--- src/rtl/pipe_stage_buf.sv ---
// ---------------------------------------------------------------------------
// pipe_stage_buf
//   Elastic buffer placed between two pipeline stages. It holds up to DEPTH
//   entries of {bus, exc} with valid/allowin handshakes on both sides.
//
//   It also provides:
//   - a synchronous flush, used for branch, jump or trap redirects;
//   - an exception lock that stops intake once a faulting entry is accepted;
//   - an occupancy count.
//
//   DEPTH=1 behaves like the classic stage register.
//
// Optional feature (macro PIPE_STAGE_BUF_BYPASS_EN):
//   When the macro is defined, an empty buffer whose downstream is ready
//   passes the incoming entry straight to the output in the same cycle.
//   The bypassed entry is not stored.
//   When the macro is undefined, there is no combinational in-to-out path.
//
// Ports:
//   clk          rising-edge clock
//   rst_n        asynchronous active-low reset
//   flush        drop all entries, clear the exception lock
//   in_valid     upstream entry valid
//   in_allowin   buffer accepts the upstream entry this cycle
//   in_bus       upstream payload  [BUS_W]
//   in_exc       upstream exception code [EXC_W], 0 = none
//   out_valid    head entry valid toward downstream
//   out_allowin  downstream accepts the head entry this cycle
//   out_bus      head payload [BUS_W]
//   out_exc      head exception code [EXC_W]
//   count        stored entries, 0..DEPTH [CNT_W]
//   exc_locked   a faulting entry was accepted since the last flush/reset
// ---------------------------------------------------------------------------
module pipe_stage_buf #(
    parameter int BUS_W   = 64,
    parameter int EXC_W   = 6,
    parameter int DEPTH   = 2,
    localparam int CNT_W  = $clog2(DEPTH) + 1
) (
    input  logic             clk,
    input  logic             rst_n,
    input  logic             flush,
    input  logic             in_valid,
    output logic             in_allowin,
    input  logic [BUS_W-1:0] in_bus,
    input  logic [EXC_W-1:0] in_exc,
    output logic             out_valid,
    input  logic             out_allowin,
    output logic [BUS_W-1:0] out_bus,
    output logic [EXC_W-1:0] out_exc,
    output logic [CNT_W-1:0] count,
    output logic             exc_locked
);

    localparam int PTR_W = (DEPTH > 1) ? $clog2(DEPTH) : 1;

    logic [BUS_W-1:0] bus_mem [DEPTH];
    logic [EXC_W-1:0] exc_mem [DEPTH];

    logic [PTR_W-1:0] wr_ptr;
    logic [PTR_W-1:0] rd_ptr;
    logic [CNT_W-1:0] count_q;
    logic             exc_locked_q;

    logic has_entry;
    logic fifo_pop;
    logic push;
    logic bypass;
    logic store;

    // DEPTH is a power of two, so natural binary wrap is modulo DEPTH.
    // The single-entry case must stay at 0.
    function automatic logic [PTR_W-1:0] ptr_inc(input logic [PTR_W-1:0] p);
        if (DEPTH == 1)
            return '0;
        else
            return p + 1'b1;
    endfunction

    assign has_entry = (count_q != '0);

    // A flush blocks both sides, so neither handshake fires in a flush cycle.
    assign fifo_pop   = has_entry & ~flush & out_allowin;
    assign in_allowin = ~flush & ~exc_locked_q
                        & ((count_q < CNT_W'(DEPTH)) | fifo_pop);
    assign push       = in_valid & in_allowin;

`ifdef PIPE_STAGE_BUF_BYPASS_EN
    assign bypass = ~has_entry & in_valid & out_allowin & ~flush & ~exc_locked_q;
`else
    assign bypass = 1'b0;
`endif

    // A bypassed entry is consumed at the output and never written.
    assign store = push & ~bypass;

    assign out_valid = (has_entry & ~flush) | bypass;

    always_comb begin
        out_bus = '0;
        out_exc = '0;
        if (has_entry) begin
            out_bus = bus_mem[rd_ptr];
            out_exc = exc_mem[rd_ptr];
        end else if (bypass) begin
            out_bus = in_bus;
            out_exc = in_exc;
        end
    end

    assign count      = count_q;
    assign exc_locked = exc_locked_q;

    // Storage: data only, no reset. Nothing can read a slot before it has
    // been written, because the output is forced to 0 when count==0.
    always_ff @(posedge clk) begin
        if (store) begin
            bus_mem[wr_ptr] <= in_bus;
            exc_mem[wr_ptr] <= in_exc;
        end
    end

    // Control state.
    always_ff @(posedge clk or negedge rst_n) begin
        if (!rst_n) begin
            wr_ptr       <= '0;
            rd_ptr       <= '0;
            count_q      <= '0;
            exc_locked_q <= 1'b0;
        end else if (flush) begin
            wr_ptr       <= '0;
            rd_ptr       <= '0;
            count_q      <= '0;
            exc_locked_q <= 1'b0;
        end else begin
            if (store)
                wr_ptr <= ptr_inc(wr_ptr);
            if (fifo_pop)
                rd_ptr <= ptr_inc(rd_ptr);
            case ({store, fifo_pop})
                2'b10:   count_q <= count_q + 1'b1;
                2'b01:   count_q <= count_q - 1'b1;
                default: count_q <= count_q;
            endcase
            // A faulting entry locks intake whether it is stored or bypassed.
            if (push && (in_exc != '0))
                exc_locked_q <= 1'b1;
        end
    end

endmodule
--- config.mk ---
export PLATFORM = sky130hd
export DESIGN_NAME = pipe_stage_buf
export DESIGN_NICKNAME = d
export VERILOG_FILES = /design/src/rtl/pipe_stage_buf.sv
export SDC_FILE = /design/constraint.sdc
export NUM_CORES = 1
export LEC_CHECK = 0
export CAP_MARGIN = 40
export CORE_ASPECT_RATIO = 1.75
export CORE_MARGIN = 4
export CORE_UTILIZATION = 52
export CTS_CLUSTER_DIAMETER = 100
export DETAILED_ROUTE_END_ITERATION = 12
export GPL_TIMING_DRIVEN = 0
export PLACE_DENSITY = 0.85
export RECOVER_POWER = 100
export SLEW_MARGIN = 25
export SYNTH_ARGS = -nofsm -noshare
export SYNTH_HDL_FRONTEND = slang
export SYNTH_SLANG_ARGS = --single-unit
--- constraint.sdc ---
create_clock -name clk -period 10.2 [get_ports clk]
set_input_delay 1.02 -clock clk [delete_from_list [all_inputs] [get_ports clk]]
set_output_delay 1.02 -clock clk [all_outputs]
set_load 0.1 [all_outputs]
==> results of run 1 <==
-- metrics by stage --
stage | hold slack [ns] | power [mW] | util
after global placement | 0.551 | 1.03 | 0.695
after CTS | 0.672 | 1.78 | 0.891
after detailed placement | 0.622 | 1.14 | 0.832
final | 0.672 | 1.76 | 0.872
after global routing | 0.694 | 1.80 | 0.872
after floorplan | 0.530 | 0.938 | -
-- report_power, final --
group | internal (mW) | switching (mW)
Sequential | 0.675 | 0.00728
Combinational | 0.150 | 0.275
Clock | 0.408 | 0.241
Total | 1.23 | 0.523
-- metal layers --
layer  vias to the layer above  track usage
met3                        45       0.0499
met1                      1967        0.267
met4                         0        0.126
li1                       1738            -
met2                       158        0.525
met5                         -            0
-- final cells by class --
| class | instances | area [µm²] | area share |
|---|---|---|---|
| sequential | 145 | 4330 | 0.476 |
| timing repair buffer | 233 | 2740 | 0.301 |
| multi-input combinational | 167 | 1140 | 0.125 |
| clock buffer | 18 | 429 | 0.0472 |
| clock inverter | 13 | 186 | 0.0205 |
| tap | 127 | 159 | 0.0175 |
| buffer | 16 | 90.1 | 0.00991 |
| antenna | 5 | 12.5 | 0.00138 |
| inverter | 2 | 7.51 | 0.000826 |
-- worst max-delay path by stage --
stage | end | slack, ns
2_1_floorplan | bus_mem[0][0]$_DFFE_PP_ | 2.05
3_3_place_gp | bus_mem[0][45]$_DFFE_PP_ | 0.21
3_5_place_dp | in_allowin | 6.47
4_1_cts | in_allowin | 6.43
5_1_grt | bus_mem[1][52]$_DFFE_PP_ | 4.79
6_report | bus_mem[1][48]$_DFFE_PP_ | 5.04
-- cells in the mapped netlist --
cell and number:
sky130_fd_sc_hd__buf_6 1, sky130_fd_sc_hd__a211oi_1 1, sky130_fd_sc_hd__o21ba_2 1, sky130_fd_sc_hd__nand2_1 1, sky130_fd_sc_hd__xor2_1 1, sky130_fd_sc_hd__inv_1 2
sky130_fd_sc_hd__dfrtp_1 5, sky130_fd_sc_hd__nor3b_1 1, sky130_fd_sc_hd__and3_1 1, sky130_fd_sc_hd__mux2i_1 71, sky130_fd_sc_hd__a21oi_1 3, sky130_fd_sc_hd__a21o_1 1
sky130_fd_sc_hd__nor2_2 1, sky130_fd_sc_hd__o21bai_1 1, sky130_fd_sc_hd__edfxtp_1 140, sky130_fd_sc_hd__nand2b_4 1, sky130_fd_sc_hd__nor2_1 74, sky130_fd_sc_hd__nor3_2 1
sky130_fd_sc_hd__nor4b_1 1, sky130_fd_sc_hd__or3_1 1, sky130_fd_sc_hd__nor2b_1 1, sky130_fd_sc_hd__o21ai_0 2, sky130_fd_sc_hd__buf_4 7, sky130_fd_sc_hd__nor2b_4 1
sky130_fd_sc_hd__buf_2 8, sky130_fd_sc_hd__nor4_1 1, sky130_fd_sc_hd__a2111oi_0 1
-- logic make-up after synthesis --
logic type | after synthesis
compound gates | 10
xor+xnor | 1
buf+inv | 18
flops | 145
mux | 71
simple gates | 85
-- state kept, by name (all words and copies together) (netlist names) --
| name | count |
|---|---|
| bus_mem | 128 |
| exc_locked | 1 |
| rd_ptr | 1 |
| count | 2 |
| exc_mem | 12 |
| wr_ptr | 1 |
==> impl_metrics.yaml, run 1 <==
cells_and_area:
  final.fill_count: 443
  most_common_cell_after_layout_fill_and_taps_aside: "sky130_fd_sc_hd__edfxtp_1"
  nets: 657
  drive_gt1_frac: 0.173
  post_layout_nonfiller_instances: 726
  design_area_mm2: 0.00909
  final_cell_mix: "sky130_fd_sc_hd__edfxtp_1 (140), sky130_fd_sc_hd__dlygate4sd3_1 (128), sky130_fd_sc_hd__nor2_1 (75), sky130_fd_sc_hd__mux2i_1 (71), sky130_fd_sc_hd__buf_8 (49)"
  layout-area-overhead-vs-synth_pct: 62.5
cts:
  cts.sinks: 145
  cts-root-to-sink-buffers: 2
  clk_latency_ns: 0.42
  cts_hold_buffers: 0
  cts_post_setup_buffers_inserted: 0
  cts-root-buf: "sky130_fd_sc_hd__clkbuf_16"
  cts_tree: "done"
  tritoncts.num_buffers: 17
  cts_max_level: 4
  clkSlewWorstSetupHoldPaths_ns: 0.06
  post_cts_resized: 0
synth:
  yosys_warnings: 0
  yosys.area_share.xor_xnor: 0.00157
  synth_largest_area_cell: "sky130_fd_sc_hd__edfxtp_1"
  synth_adder_area_share: 0
  syn-cell-area_mm2: 0.00559
  post_synth_main_area_contributors: "sky130_fd_sc_hd__edfxtp_1 (75%), sky130_fd_sc_hd__mux2i_1 (13%), sky130_fd_sc_hd__nor2_1 (5.0%)"
  synth-seq-area-share: 0.774
  post-synth-top-area-fraction: 0.752
  syn_area_per_cell_um2: 16.9
  dominant_combinational_cell_family_by_area_after_synthesis: "multiplexers"
  postSynthCellCount: 330
  ys_types: 27
  synth_simple_gate_area_frac: 0.0655
  post_synth_mux_area_share: 0.127
  compound_gate_portion_of_the_synthesized_area: 0.0119
  synth_nets: 405
  yosys_register_bits: 145
global_routing:
  antenna_found_initial: 5
  grt.overflow.total: 0
  grt_first_pass_wirelength_um: 24800
  grt_pass1_vias: 4404
  globalRouteTotalUtil: 0.272
  grt_start_max_net_pins: 38
drt:
  routed-wl-met3_um: 684
  drt-met1-wl_um: 5230
  maxUsedRoutingLayer: "met4"
  drtAntennaViolNets: 0
  firstDrtPassIters: 5
  drt-total-wl_um: 16600
  dr_total_vias: 3908
  avgViaCountPerCell: 5.38
  route.detailed.drc: 0
  drt_iter0_drc: 244
  wire_per_inst_um: 22.9
  met2_length_um: 9990
status:
  run_status: "finished, violations left"
  violations: "capacitance limit, slew limit"
setup_path:
  crit_path_start: "out_allowin"
  rr_startpoint: "count[1]$_DFFE_PN0P_"
  critPathMaxFanout: 37
  ff2ff_setup_slack_ns: 5.73
  capture_point_of_the_worst_reg_to_reg_path: "bus_mem[1][48]$_DFFE_PP_"
  worst_path_max_delay_cell: "sky130_fd_sc_hd__clkbuf_1"
  worst_path_dominant_cell_family: "buffers and inverters"
  largest_stage_delay_on_the_critical_path_ns: 1.64
  critical_path.endpoint_type: "flip-flop"
  criticalPathCategory: "primary input to flip-flop"
  worst-path-stages: 5
  worstPathRequired_ns: 10.19
  reg2regPathDepth: 5
  wp_buf_inv: 2
  cp_cell_sequence: "dlygate4sd3_1, nor2b_1, nor3_1, and3_1, clkbuf_1"
  cp.arrival_ns: 5.15
  worst_setup_path_start_kind: "primary input"
timing:
  setup_viol_count_final: 0
  max_slew.worst_pin.slew_ns: 2.18
  final_worst_path_cycle_share: 0.506
  max-slew-margin-rel: -0.452
  timing_max_transition_violations_final: 73
  unrepaired_setup_endpoints_after_global_routing: "no"
  tns_ns: 0
  post-route-min-period_ns: 5.16
  fin_worst_skew_ns: 0.00499
  hold_viol_final: 0
  setup_slack_ns: 5.04
  max_freq_mhz: 194
floorplanning:
  floorplan.die.height_um: 145
  rows: 49
  start_util: 0.537
  core-area_mm2: 0.0104
  die_area_mm2: 0.0125
  pin_count: 150
  die_width_um: 86.4
placed_design:
  dp_cells: 690
  portbufs: 149
  detailedPlacementHpwl_um: 11200
  placement.cell_area_mm2: 0.00867
  place_congestion: 0.748
  post-place-ws_ns: 6.47
worst_hold_path:
  hold_end: "exc_locked$_DFFE_PN0P_"
  hold_path_startpoint: "exc_locked$_DFFE_PN0P_"
  timing.hold.worst.class: "flip-flop to flip-flop"
  worstHoldPathCells: 1
power:
  power.static_leakage_nw: 3.34
  p_per_area_mw_per_mm2: 193
  worst_ir_drop_vdd_v: 0.000159
flow_run:
  drv.max_cap_violation_count: 2
Power figures use the tool's default switching activity.
==> inputs of run 2 (changes only) <==
- CORE_UTILIZATION: 52 -> 43
- PLACE_DENSITY: 0.85 -> 0.75
- clock period: 10.2 -> 4.5 ns (I/O delays scaled with it)
==> run 2 against run 1 <==
Worst setup slack got worse by 3.9 ns; combinational power rose by 120%; non-clock buffer count fell by 3; largest power group unchanged; clock skew barely moved; die area rose by 19%; hold slack got worse by 0.32 ns; design area rose by 0.78%; via count fell by 7.7%; the run still ends with capacitance limit, slew limit left; routed wire length fell by 19%; sequential share of layout area fell by 0.37 points.
==> impl_metrics.yaml, run 2 (synthesized netlist as in run 1, its figures left out) <==
status:
  run_status: "finished, violations left"
  violations: "capacitance limit, slew limit"
setup_path:
  timing.critical_path.to: "bus_mem[0][27]$_DFFE_PP_"
  critPathMaxFanout: 15
  ff2ff_setup_slack_ns: 1.25
  critical_path.endpoint_type: "flip-flop"
  cp_cell_sequence: "dlygate4sd3_1, nor2b_1, nor3_1, nor3b_1, buf_6, buf_6"
  criticalPathCategory: "primary input to flip-flop"
  capture_point_of_the_worst_reg_to_reg_path: "bus_mem[0][27]$_DFFE_PP_"
  worst_setup_path_start_kind: "primary input"
  largest_stage_delay_on_the_critical_path_ns: 1.44
  worstPathRequired_ns: 4.60
  path_common_cell: "sky130_fd_sc_hd__buf_6"
  cp.arrival_ns: 3.46
  wp_buf_inv: 3
  crit_path_start: "out_allowin"
  worst_path_dominant_cell_family: "simple AND/OR/NAND/NOR gates"
  worst_path_max_delay_cell: "sky130_fd_sc_hd__nor3b_1"
  rr_startpoint: "count[1]$_DFFE_PN0P_"
  worst-path-stages: 6
  reg2regPathDepth: 6
cts:
  cts-root-to-sink-buffers: 2
  clkSlewWorstSetupHoldPaths_ns: 0.06
  cts.sinks: 145
  cts_hold_buffers: 0
  tritoncts.num_buffers: 17
  post_cts_resized: 0
  clk_latency_ns: 0.40
  cts_post_setup_buffers_inserted: 0
  cts_max_level: 4
  cts_tree: "done"
  cts-root-buf: "sky130_fd_sc_hd__clkbuf_16"
global_routing:
  globalRouteTotalUtil: 0.186
  antenna_found_initial: 3
  grt_start_max_net_pins: 40
  grt_first_pass_wirelength_um: 20900
  grt.overflow.total: 0
  grt_pass1_vias: 4139
drt:
  dr_total_vias: 3608
  route.detailed.drc: 0
  drt_iter0_drc: 112
  drtAntennaViolNets: 0
  firstDrtPassIters: 4
  wire_per_inst_um: 17.7
  drt-total-wl_um: 13500
  avgViaCountPerCell: 4.75
floorplanning:
  floorplan.die.height_um: 159
  pin_count: 150
  start_util: 0.443
  rows: 54
  die_width_um: 94.2
  die_area_mm2: 0.0150
  core-area_mm2: 0.0126
power:
  total_power_mw: 3.85
  worst_ir_drop_vdd_v: 0.000277
  power.static_leakage_nw: 3.39
  p_per_area_mw_per_mm2: 421
timing:
  max_slew.worst_pin.slew_ns: 1.80
  max_freq_mhz: 298
  post-route-min-period_ns: 3.36
  final_worst_path_cycle_share: 0.746
  max-slew-margin-rel: -0.199
  setup_viol_count_final: 0
  timing_max_transition_violations_final: 44
  tns_ns: 0
  unrepaired_setup_endpoints_after_global_routing: "no"
  hold_viol_final: 0
  fin_worst_skew_ns: 0.00475
cells_and_area:
  nets: 654
  design_area_mm2: 0.00916
  max_flop_register: "bus_mem"
  final_cell_mix: "sky130_fd_sc_hd__edfxtp_1 (140), sky130_fd_sc_hd__dlygate4sd3_1 (135), sky130_fd_sc_hd__nor2_1 (75), sky130_fd_sc_hd__mux2i_1 (71), sky130_fd_sc_hd__buf_8 (62)"
  layout-area-overhead-vs-synth_pct: 63.8
  most_common_cell_after_layout_fill_and_taps_aside: "sky130_fd_sc_hd__edfxtp_1"
  largest_register_ffs: 128
  drive_gt1_frac: 0.200
  post_layout_nonfiller_instances: 760
  finalCoreUtilization: 0.725
placed_design:
  portbufs: 149
  place_congestion: 0.773
  dp_cells: 728
  placement.cell_area_mm2: 0.00866
  detailedPlacementHpwl_um: 10100
flow_run:
  drv.max_cap_violation_count: 2
worst_hold_path:
  timing.hold.worst.class: "primary input to async pin"
-- run 2: layout make-up --
type,count,area (µm²)
Timing Repair Buffer,230,2800
Inverter,2,7.51
Sequential cell,145,4330
Antenna cell,1,2.50
Tap cell,168,210
Fill cell,781,3470
Clock buffer,17,425
Buffer,16,91.3
Clock inverter,14,156
Multi-Input combinational cell,167,1140
-- run 2: worst reg2reg max path, stage by stage, from the launching register on --
cell and delay, ns:
sky130_fd_sc_hd__dfrtp_1 0.40, sky130_fd_sc_hd__buf_6 0.14, sky130_fd_sc_hd__nor2b_1 0.17, sky130_fd_sc_hd__nor3_1 0.27
sky130_fd_sc_hd__nor3b_1 1.44, sky130_fd_sc_hd__buf_6 0.30, sky130_fd_sc_hd__buf_6 0.21
-- run 2: per-stage QoR --
step | hold slack, ns | setup slack, ns
after global placement | 0.590 | 0.0782
after detailed placement | 0.605 | 1.77
after global routing | 0.336 | 0.907
after CTS | 0.265 | 1.57
after floorplan | 0.154 | 0.185
final | 0.350 | 1.14
-- run 2: routing by layer --
layer | global-route usage | up-vias | share of wire
li1 | - | 1724 | -
met3 | 0.0421 | 22 | 0.045
met5 | 0 | - | 0.0016
met4 | 0.0815 | 4 | 0.020
met2 | 0.357 | 110 | 0.59
met1 | 0.184 | 1748 | 0.34
-- run 2: worst min path at each step --
stage,from,endpoint,slack [ns],cells past startpoint
after floorplan,rst_n,count[0]$_DFFE_PN0P_,0.15,0
after global placement,wr_ptr$_DFFE_PN0P_,wr_ptr$_DFFE_PN0P_,0.59,2
after detailed placement,wr_ptr$_DFFE_PN0P_,wr_ptr$_DFFE_PN0P_,0.61,2
after CTS,rst_n,rd_ptr$_DFFE_PN0P_,0.27,1
after global routing,rst_n,rd_ptr$_DFFE_PN0P_,0.34,1
final,rst_n,rd_ptr$_DFFE_PN0P_,0.35,1
-- run 2: where the power goes --
group	leakage [nW]	switching [mW]	internal [mW]
clock network	0.268	0.539	0.822
registers	1.34	0.0122	1.53
logic	1.78	0.606	0.345
==> inputs of run 3 (changes only) <==
- clock period: 4.5 -> 2.7 ns (I/O delays scaled with it)
==> run 3 against run 2 <==
The flow now finishes without violations; critical path depth is the same; non-clock buffer count rose by 2; clock power increased by 70%; worst setup slack worse by 1.1 ns; clock-buffer cell count rose by 1; via count up 2.0%; core utilization grew 2.3 points; hold slack worse by 0.18 ns; critical endpoint is now out_bus[30]; largest power group unchanged; highest routed layer is now met4.
==> impl_metrics.yaml, run 3 (synthesized netlist as in run 1, its figures left out) <==
status:
  run_status: "finished clean"
setup_path:
  cp.arrival_ns: 2.36
  critPathMaxFanout: 10
  worst_setup_path_start_kind: "flip-flop"
  ff2ff_setup_slack_ns: 0.14
  worst_path_max_delay_cell: "sky130_fd_sc_hd__clkdlybuf4s50_1"
  cp_cell_sequence: "buf_6, nor2_4, buf_4, nor2_2, clkdlybuf4s50_1, buf_16"
  criticalPathCategory: "flip-flop to output pin"
  critical_path.endpoint_type: "output pin"
  worstPathRequired_ns: 2.43
  largest_stage_delay_on_the_critical_path_ns: 0.52
placed_design:
  dp_cells: 729
  placement.cell_area_mm2: 0.00885
  place_congestion: 0.756
  portbufs: 149
  detailedPlacementHpwl_um: 10300
cts:
  clk_latency_ns: 0.40
  cts_max_level: 4
  clkSlewWorstSetupHoldPaths_ns: 0.06
  tritoncts.num_buffers: 17
  cts_tree: "done"
  cts.sinks: 145
  cts-root-to-sink-buffers: 2
  cts-root-buf: "sky130_fd_sc_hd__clkbuf_16"
drt:
  route.detailed.drc: 0
  wire_per_inst_um: 18.1
  avgViaCountPerCell: 4.80
  drt-total-wl_um: 13900
  drtAntennaViolNets: 0
  dr_total_vias: 3679
  drt_iter0_drc: 214
  firstDrtPassIters: 4
global_routing:
  grt_first_pass_wirelength_um: 21600
  grt_pass1_vias: 4230
  antenna_found_initial: 4
  grt_start_max_net_pins: 46
  grt.overflow.total: 0
  globalRouteTotalUtil: 0.192
power:
  power.static_leakage_nw: 3.28
  total_power_mw: 6.58
  worst_ir_drop_vdd_v: 0.000596
  p_per_area_mw_per_mm2: 697
timing:
  setup_viol_count_final: 0
  post-route-min-period_ns: 2.63
  unrepaired_setup_endpoints_after_global_routing: "yes"
  tns_ns: 0
  max_freq_mhz: 380
  final_worst_path_cycle_share: 0.973
  max-slew-margin-rel: 0.353
  fin_hold_ws_ns: 0.170
  fin_worst_skew_ns: 0.00605
  timing_max_transition_violations_final: 0
  hold_viol_final: 0
  max_slew.worst_pin.slew_ns: 0.969
floorplanning:
  die_area_mm2: 0.0150
  floorplan.die.height_um: 159
  rows: 54
  pin_count: 150
  core-area_mm2: 0.0126
  die_width_um: 94.2
  start_util: 0.443
cells_and_area:
  max_flop_register: "bus_mem"
  layout-area-overhead-vs-synth_pct: 68.9
  nets: 656
  final_cell_mix: "sky130_fd_sc_hd__edfxtp_1 (140), sky130_fd_sc_hd__clkdlybuf4s50_1 (75), sky130_fd_sc_hd__dlygate4sd3_1 (74), sky130_fd_sc_hd__mux2i_1 (71), sky130_fd_sc_hd__nor2_2 (71)"
  largest_register_ffs: 128
  most_common_cell_after_layout_fill_and_taps_aside: "sky130_fd_sc_hd__edfxtp_1"
  post_layout_nonfiller_instances: 766
  design_area_mm2: 0.00945
  drive_gt1_frac: 0.343
flow_run:
  drv.max_cap_violation_count: 0
worst_hold_path:
  timing.hold.worst.class: "primary input to async pin"
## run 3: worst paths after layout
path,cells past startpoint,end,start
max in group asynchronous,1,count[1]$_DFFE_PN0P_,rst_n
min reg2reg,2,wr_ptr$_DFFE_PN0P_,wr_ptr$_DFFE_PN0P_
min,1,wr_ptr$_DFFE_PN0P_,rst_n
max,6,out_bus[30],count[1]$_DFFE_PN0P_
max reg2reg,8,bus_mem[0][17]$_DFFE_PP_,count[1]$_DFFE_PN0P_
min in group clk,1,bus_mem[0][12]$_DFFE_PP_,in_bus[12]
## run 3: layer usage
metal  part of all wire  global-route usage  vias up
li1                   -                   -     1741
met1               0.33               0.187     1814
met2               0.61               0.365      109
met3              0.047              0.0545       15
met4              0.020              0.0789        0
met5                  0                   0        -
## run 3: layout make-up
class,count,area [µm²]
Multi-Input combinational cell,167,1350
Clock inverter,14,165
Inverter,2,7.51
Sequential cell,145,4330
Antenna cell,4,10.0
Timing Repair Buffer,232,2820
Buffer,16,123
Clock buffer,18,429
Tap cell,168,210
Fill cell,763,3190
## run 3: timing repair
item,4_1_cts,5_1_grt
hold buffers,0,0
gates resized for setup,5,5
buffers inserted,0,1
setup endpoints to repair,70,43
## run 3: critical path: cells and delay by family, from the launching register on
kind | cells | cell delay [ns]
buffers and inverters | 4 | 1.15
flip-flops | 1 | 0.47
AND/OR/NAND/NOR | 2 | 0.32
## run 3: through the flow
stage	util	setup WS, ns
floorplan	-	-1.45
global placement	0.593	-1.69
detailed placement	0.701	-0.148
CTS	0.749	0.0000158
global route	0.748	-0.0237
finish	0.748	0.0716
## run 3: report_power, final
part	switching, mW	internal [mW]	total, mW
clock	0.863	1.45	2.31
combinational	1.06	0.640	1.70
sequential	0.0230	2.55	2.57
